File: src/rtl/arm_instr_encoder_if.sv
// Request/stream bundle between the program generator, the ARM instruction
// encoder and the imem loader. The master modport is the generator/loader
// side, the slave modport is the encoder itself.
interface arm_instr_encoder_if #(
  parameter int DEPTH = 4
);
  // request side
  logic                         in_valid;
  logic                         in_ready;
  logic [1:0]                   in_class;
  logic [3:0]                   in_cond;
  logic [3:0]                   in_cmd;
  logic                         in_i;
  logic                         in_s;
  logic                         in_l;
  logic [3:0]                   in_rn;
  logic [3:0]                   in_rd;
  logic [3:0]                   in_rm;
  logic [23:0]                  in_imm;
  // encoded word stream
  logic                         out_valid;
  logic                         out_ready;
  logic [31:0]                  out_instr;
  logic [31:0]                  out_addr;
  // status
  logic                         err;
  logic [$clog2(DEPTH+1)-1:0]   count;

  modport master (
    output in_valid, in_class, in_cond, in_cmd, in_i, in_s, in_l,
           in_rn, in_rd, in_rm, in_imm, out_ready,
    input  in_ready, out_valid, out_instr, out_addr, err, count
  );

  modport slave (
    input  in_valid, in_class, in_cond, in_cmd, in_i, in_s, in_l,
           in_rn, in_rd, in_rm, in_imm, out_ready,
    output in_ready, out_valid, out_instr, out_addr, err, count
  );
endinterface

File: src/rtl/arm_instr_encoder.sv
// ARM instruction encoder: packs field-level requests into 32-bit DP,
// LDR/STR and B words, tags each with its imem byte address and queues
// them in a small FIFO towards the imem loader. Illegal requests are
// swallowed and flagged on the sticky err output.
// Build option: define ENC_PC_REL_EN to treat the branch immediate as an
// absolute byte target and convert it to a PC-relative word offset.
module arm_instr_encoder #(
  parameter int          DEPTH     = 4,
  parameter logic [31:0] BASE_ADDR = 32'h0,
  parameter int          MEM_WORDS = 64
) (
  input logic                 clk,
  input logic                 reset_n,
  arm_instr_encoder_if.slave  bus
);
  localparam int PW = (DEPTH > 1) ? $clog2(DEPTH) : 1;
  localparam int CW = $clog2(DEPTH + 1);
  localparam int IW = (MEM_WORDS > 1) ? $clog2(MEM_WORDS) : 1;

  // FIFO storage (no reset needed: only entries below count are ever read)
  logic [31:0]   instr_mem [DEPTH];
  logic [31:0]   addr_mem  [DEPTH];

  logic [PW-1:0] rd_ptr_reg, wr_ptr_reg;
  logic [CW-1:0] count_reg;
  logic          out_valid_reg;
  logic [31:0]   out_instr_reg, out_addr_reg;
  logic [31:0]   wr_addr_reg;
  logic [IW-1:0] word_idx_reg;
  logic          err_reg;

  logic          legal;
  logic [31:0]   enc_word;
  logic [23:0]   br_imm24;
  logic          in_ready_int, accept, push, pop;
  logic [PW-1:0] rd_ptr_next;
  logic [CW-1:0] count_next;
  logic [31:0]   head_instr_next, head_addr_next;

`ifdef ENC_PC_REL_EN
  // Branch offset is relative to PC+8 of the branch itself, in words.
  logic [31:0] br_diff;
  assign br_diff  = {8'h00, bus.in_imm} - (wr_addr_reg + 32'd8);
  assign br_imm24 = 24'(br_diff >> 2);
`else
  assign br_imm24 = bus.in_imm;
`endif

  // Field packing and legality check for the current request.
  always_comb begin
    legal    = 1'b1;
    enc_word = 32'h0;
    case (bus.in_class)
      2'b00: begin
        case (bus.in_cmd)
          4'b0100, 4'b0010, 4'b0000, 4'b1100: legal = 1'b1;
          default:                            legal = 1'b0;
        endcase
        enc_word = {bus.in_cond, 2'b00, bus.in_i, bus.in_cmd, bus.in_s,
                    bus.in_rn, bus.in_rd,
                    bus.in_i ? bus.in_imm[11:0] : {8'h00, bus.in_rm}};
      end
      2'b01: enc_word = {bus.in_cond, 2'b01, 1'b0, 1'b1, 1'b1, 1'b0, 1'b0,
                         bus.in_l, bus.in_rn, bus.in_rd, bus.in_imm[11:0]};
      2'b10: enc_word = {bus.in_cond, 4'b1010, br_imm24};
      default: legal = 1'b0;
    endcase
  end

  // Handshakes, occupancy and the next head of the queue.
  always_comb begin
    in_ready_int = (count_reg < CW'(DEPTH)) | (out_valid_reg & bus.out_ready);
    accept       = bus.in_valid & in_ready_int;
    push         = accept & legal;
    pop          = out_valid_reg & bus.out_ready;
    rd_ptr_next  = pop ? rd_ptr_reg + PW'(1) : rd_ptr_reg;
    count_next   = count_reg;
    if (push && !pop)      count_next = count_reg + CW'(1);
    else if (!push && pop) count_next = count_reg - CW'(1);
    // A word written this edge into the slot that becomes the head must be
    // forwarded, since the array only holds it after the edge.
    if (push && (wr_ptr_reg == rd_ptr_next)) begin
      head_instr_next = enc_word;
      head_addr_next  = wr_addr_reg;
    end else begin
      head_instr_next = instr_mem[rd_ptr_next];
      head_addr_next  = addr_mem[rd_ptr_next];
    end
  end

  // FIFO array write on every pushed word.
  always_ff @(posedge clk) begin
    if (push) begin
      instr_mem[wr_ptr_reg] <= enc_word;
      addr_mem[wr_ptr_reg]  <= wr_addr_reg;
    end
  end

  // Pointers, occupancy, output register, address counter and sticky error.
  always_ff @(posedge clk or negedge reset_n) begin
    if (!reset_n) begin
      rd_ptr_reg    <= '0;
      wr_ptr_reg    <= '0;
      count_reg     <= '0;
      out_valid_reg <= 1'b0;
      out_instr_reg <= 32'h0;
      out_addr_reg  <= 32'h0;
      wr_addr_reg   <= BASE_ADDR;
      word_idx_reg  <= '0;
      err_reg       <= 1'b0;
    end else begin
      rd_ptr_reg    <= rd_ptr_next;
      count_reg     <= count_next;
      out_valid_reg <= (count_next != '0);
      // Output holds its last value once the queue runs dry.
      if (count_next != '0) begin
        out_instr_reg <= head_instr_next;
        out_addr_reg  <= head_addr_next;
      end
      if (push) begin
        wr_ptr_reg <= wr_ptr_reg + PW'(1);
        if (word_idx_reg == IW'(MEM_WORDS - 1)) begin
          word_idx_reg <= '0;
          wr_addr_reg  <= BASE_ADDR;
        end else begin
          word_idx_reg <= word_idx_reg + IW'(1);
          wr_addr_reg  <= wr_addr_reg + 32'd4;
        end
      end
      if (accept && !legal) err_reg <= 1'b1;
    end
  end

  assign bus.in_ready  = in_ready_int;
  assign bus.out_valid = out_valid_reg;
  assign bus.out_instr = out_instr_reg;
  assign bus.out_addr  = out_addr_reg;
  assign bus.err       = err_reg;
  assign bus.count     = count_reg;
endmodule

File: src/flat_wrapper.sv
// flat-port wrapper written by rule: the top's interface ports become plain ports
module arm_instr_encoder_flat 
#(
  parameter int          DEPTH     = 4,
  parameter logic [31:0] BASE_ADDR = 32'h0,
  parameter int          MEM_WORDS = 64
)
  (clk, reset_n, bus_in_valid, bus_in_class, bus_in_cond, bus_in_cmd, bus_in_i, bus_in_s, bus_in_l, bus_in_rn, bus_in_rd, bus_in_rm, bus_in_imm, bus_out_ready, bus_in_ready, bus_out_valid, bus_out_instr, bus_out_addr, bus_err, bus_count);
  arm_instr_encoder_if #(.DEPTH(DEPTH)) bus_i ();
  input logic clk;
  input logic reset_n;
  input wire logic [$bits(bus_i.in_valid)-1:0] bus_in_valid;
  input wire logic [$bits(bus_i.in_class)-1:0] bus_in_class;
  input wire logic [$bits(bus_i.in_cond)-1:0] bus_in_cond;
  input wire logic [$bits(bus_i.in_cmd)-1:0] bus_in_cmd;
  input wire logic [$bits(bus_i.in_i)-1:0] bus_in_i;
  input wire logic [$bits(bus_i.in_s)-1:0] bus_in_s;
  input wire logic [$bits(bus_i.in_l)-1:0] bus_in_l;
  input wire logic [$bits(bus_i.in_rn)-1:0] bus_in_rn;
  input wire logic [$bits(bus_i.in_rd)-1:0] bus_in_rd;
  input wire logic [$bits(bus_i.in_rm)-1:0] bus_in_rm;
  input wire logic [$bits(bus_i.in_imm)-1:0] bus_in_imm;
  input wire logic [$bits(bus_i.out_ready)-1:0] bus_out_ready;
  output wire logic [$bits(bus_i.in_ready)-1:0] bus_in_ready;
  output wire logic [$bits(bus_i.out_valid)-1:0] bus_out_valid;
  output wire logic [$bits(bus_i.out_instr)-1:0] bus_out_instr;
  output wire logic [$bits(bus_i.out_addr)-1:0] bus_out_addr;
  output wire logic [$bits(bus_i.err)-1:0] bus_err;
  output wire logic [$bits(bus_i.count)-1:0] bus_count;
  assign bus_i.in_valid = bus_in_valid;
  assign bus_i.in_class = bus_in_class;
  assign bus_i.in_cond = bus_in_cond;
  assign bus_i.in_cmd = bus_in_cmd;
  assign bus_i.in_i = bus_in_i;
  assign bus_i.in_s = bus_in_s;
  assign bus_i.in_l = bus_in_l;
  assign bus_i.in_rn = bus_in_rn;
  assign bus_i.in_rd = bus_in_rd;
  assign bus_i.in_rm = bus_in_rm;
  assign bus_i.in_imm = bus_in_imm;
  assign bus_i.out_ready = bus_out_ready;
  assign bus_in_ready = bus_i.in_ready;
  assign bus_out_valid = bus_i.out_valid;
  assign bus_out_instr = bus_i.out_instr;
  assign bus_out_addr = bus_i.out_addr;
  assign bus_err = bus_i.err;
  assign bus_count = bus_i.count;
  arm_instr_encoder #(.DEPTH(DEPTH), .BASE_ADDR(BASE_ADDR), .MEM_WORDS(MEM_WORDS)) u_core (.clk(clk), .reset_n(reset_n), .bus(bus_i));
endmodule
File: config.mk
export PLATFORM = sky130hd
export DESIGN_NAME = arm_instr_encoder_flat
export DESIGN_NICKNAME = d
export VERILOG_FILES = /design/src/rtl/arm_instr_encoder_if.sv /design/src/rtl/arm_instr_encoder.sv /design/src/flat_wrapper.sv
export SDC_FILE = /design/constraint.sdc
export NUM_CORES = 1
export LEC_CHECK = 0
export ABC_AREA = 1
export CORE_MARGIN = 2
export CORE_UTILIZATION = 53
export CTS_BUF_LIST = sky130_fd_sc_hd__clkbuf_16
export DETAILED_ROUTE_END_ITERATION = 8
export PLACE_DENSITY = 0.8
export SLEW_MARGIN = 20
export SYNTH_ARGS = -nofsm -noshare
export SYNTH_HDL_FRONTEND = slang
export SYNTH_SLANG_ARGS = --single-unit
File: constraint.sdc
create_clock -name clk -period 3.7 [get_ports clk]
set_clock_uncertainty 0.05 [all_clocks]
set_input_delay 0.925 -clock clk [delete_from_list [all_inputs] [get_ports clk]]
set_output_delay 0.925 -clock clk [all_outputs]
set_load 0.02 [all_outputs]
==> summary.txt <==
Outcome
  • Outcome: complete, no violations

Clock tree
  • Number of cells upsized or downsized after cts: 0
  • Setup fix buffers added after clock tree synthesis: 0
  • TritonCTS clock tree: yes
  • Count of clock tree sinks: 355
  • Clock slew at reported path FFs: 0.06 ns
  • Max Root-Sink Buffers: 3
  • Root Buffer: sky130_fd_sc_hd__clkbuf_16
  • Cts bufs inserted: 36
  • Hold bufs inserted after CTS: 0
  • CTS HTree Levels: 2
  • Worst-Skew Late Latency: 0.51 ns

Worst hold path
  • Path class of the lowest-slack min-delay path: input pin to async pin

STA
  • Highest clock rate: 312.3 MHz
  • Worst setup margin: 0.4978 ns
  • Worst hold slack after final layout: 0.3912 ns
  • Final count of hold timing violations: 0
  • Actual slew at the worst max-slew pin: 0.7050 ns
  • Period utilisation layout: 86.55%
  • Final min period: 3.202 ns
  • Number of pins exceeding their max-slew limit in the final report: 0
  • Total of endpoints with negative setup slack in the final report: 0
  • Unrepaired setup endpoints after global routing: no
  • Relative max-transition margin: 53.00%

Critical path
  • Biggest fanout along the worst timing path: 5
  • Crit start category: input pin
  • Critical Path Start: bus_out_ready
  • Cell family with most CP delay: buffers and inverters
  • Category of the critical setup timing path: input pin to output pin
  • Critical R2R Capture: u_core.bus.out_addr[9]$_DFFE_PN0P_
  • Arrival time worst endpoint: 2.23 ns
  • Most frequent CP cell: sky130_fd_sc_hd__clkdlybuf4s50_1
  • Slowest library cell on the worst path: sky130_fd_sc_hd__clkdlybuf4s50_1
  • Worst reg2reg path depth: 12
  • Critical path cell sequence: clkdlybuf4s50_1 > nand2_2 > nand2_1 > clkdlybuf4s50_1
  • Required @ worst endpoint: 2.72 ns
  • Worst setup slack for register-to-register paths: 1.35 ns
  • Endpoint kind of the worst setup timing path: output pin
  • Delay contributed by the slowest stage of the critical path: 0.60 ns
  • Number of buffer and inverter stages on the critical path: 2
  • Crit Reg-Reg Startpoint: u_core.bus.out_valid$_DFF_PN0_

Synth
  • Post-synthesis average cell area: 10.12 µm²
  • Asr flop ratio synth: 30.14%
  • Post-synth top flop: sky130_fd_sc_hd__edfxtp_1
  • Synth area leaders: sky130_fd_sc_hd__edfxtp_1, sky130_fd_sc_hd__dfrtp_1, sky130_fd_sc_hd__nand2_1, sky130_fd_sc_hd__o21ai_0, sky130_fd_sc_hd__nor2_1
  • Number of flops mapped to enable cells by yosys: 248
  • Post-Syn Area: 15940 µm²
  • Number of warnings printed during yosys synthesis: 0
  • Top-area cell type share of the netlist area: 46.73%
  • Count leader, synth: sky130_fd_sc_hd__nand2_1
  • Top cells by count, synth: sky130_fd_sc_hd__nand2_1, sky130_fd_sc_hd__edfxtp_1, sky130_fd_sc_hd__o21ai_0
  • Seq/Total Area, Yosys: 63.54%
  • Total of flip-flops plus latches after synthesis: 355
  • Largest area contributor in the netlist: sky130_fd_sc_hd__edfxtp_1
  • Synthesized instance count: 1575
  • Synth cell types: 37

Floorplan
  • Die area: 31470 µm²
  • Height of the die: 177.4 µm
  • Starting utilization of the core area: 53.77%
  • Count of pins on the block boundary: 123
  • Area of the core: 29640 µm²
  • Horizontal die dimension: 177.4 µm
  • FP Rows: 63

Global routing
  • Number of antenna violations at the first check in global routing: 0
  • Pin count of the biggest net entering global routing: 65
  • Remaining global-route overflow: 0
  • First-pass GRT wire length: 60970 µm
  • Overall global routing resource usage: 24.70%
  • Number of global-route vias before repair: 11931

Routing
  • Starting DRT DRC Count: 1303
  • Length of the first detailed-routing pass in iterations: 6
  • Vias post-DR: 11881
  • Total routed wirelength: 38410 µm
  • Antenna violation net count after detailed routing: 0
  • Post-detailed-route via-to-cell ratio: 5.631
  • Average detailed-routed wire length per instance: 18.20 µm
  • Number of design rule violations left after detail routing: 0

Power
  • Power density over the cells: 831.5 nW/µm²
  • Total power: 0.01575 W
  • Static leakage power: 7.573 nW
  • Largest vdd supply drop: 0.5490 mV

Placed design
  • Post-detailed-placement half-perimeter wirelength: 23130 µm
  • Count of input and output buffers: 120
  • Setup Slack @ Placement: 0.1685 ns
  • Last weighted congestion value of the routability-driven placer: 0.9317

Run
  • Max-capacitance violation count: 0

Finish
  • Max FFs per register: 128
  • Fraction of final layout cells sized beyond drive strength 1: 10.76%
  • Syn-to-layout area delta: 18.87%
  • Number of nets in the finished design: 1761
  • Diodes inserted: 0
[worst register-to-register path: cells and delay by family (launching register included)]
family / cells / cell delay, ns
buffers and inverters: 2 / 0.35
DFF: 1 / 0.38
and+or+nand+nor: 10 / 1.51
[worst max-delay path by stage]
stage                                      endpoint  slack [ns]  depth (start not counted)
2_1_floorplan      u_core.addr_mem[0][10]$_DFFE_PP_       -0.35                         10
3_3_place_gp     u_core.bus.out_addr[6]$_DFFE_PN0P_        0.28                         13
3_5_place_dp     u_core.bus.out_addr[9]$_DFFE_PN0P_        0.17                         15
4_1_cts                                bus_in_ready        0.49                          4
5_1_grt        u_core.bus.out_instr[30]$_DFFE_PN0P_        0.42                         14
6_report                               bus_in_ready        0.50                          4
[cells by family (layout without fill, tap and decap cells)]
| kind of cell | after synthesis | after routing | synth area share (%) |
|---|---|---|---|
| other cells | 1 | 2 | 0.02353 |
| fa+ha+maj | 14 | 14 | 1.099 |
| xor+xnor | 14 | 14 | 0.8637 |
| buf+inv | 159 | 303 | 4.601 |
| simple gates | 792 | 792 | 21.29 |
| compound gates | 239 | 239 | 8.527 |
| mux | 1 | 1 | 0.06282 |
| flops | 355 | 355 | 63.54 |
[area by class of cell]
cell class,count,area (µm²)
fillers,2298,10700
flip-flops and latches,355,10120
multi-input cells,1062,5139
repair buffers,164,1667
clock buffers,37,925.9
well taps,390,488.0
clock inverters,27,315.3
inverters,75,282.8
[through the flow]
step | setup TNS (ns) | std cells | util [%] | instance area (µm²)
floorplan | -86.97 | 1576 | - | 15950
global placement | 0 | 2046 | 59.72 | 17700
detailed placement | 0 | 2046 | 59.72 | 17700
CTS | 0 | 2110 | 63.91 | 18940
global route | 0 | 2110 | 63.91 | 18940
finish | 0 | 2110 | 63.91 | 18940
[cell usage in the layout (no fill, tap or decap), types with 34 or more instances in the layout]
cell                                n
sky130_fd_sc_hd__nand2_1          454
sky130_fd_sc_hd__inv_1             75
sky130_fd_sc_hd__clkdlybuf4s50_1  119
sky130_fd_sc_hd__nor2_1           123
sky130_fd_sc_hd__nand3_1           93
sky130_fd_sc_hd__dfrtp_1          107
sky130_fd_sc_hd__o211ai_1          62
sky130_fd_sc_hd__or2_2             62
sky130_fd_sc_hd__clkbuf_16         37
sky130_fd_sc_hd__edfxtp_1         248
sky130_fd_sc_hd__buf_4             34
sky130_fd_sc_hd__o21ai_0          153
[power breakdown]
part | internal [W] | switching (W) | leakage (nW) | total (W)
Sequential | 0.00515 | 0.000568 | 3.54 | 0.00572
Combinational | 0.00230 | 0.00394 | 3.41 | 0.00624
Clock | 0.00231 | 0.00148 | 0.626 | 0.00380
[layer usage]
metal	track usage, %	wire length [µm]
met3	3.985	2945
met4	8.470	774
met1	32.42	15680
met5	0	0
met2	41.96	19010
No activity file was read; power rests on OpenSTA's default activity.
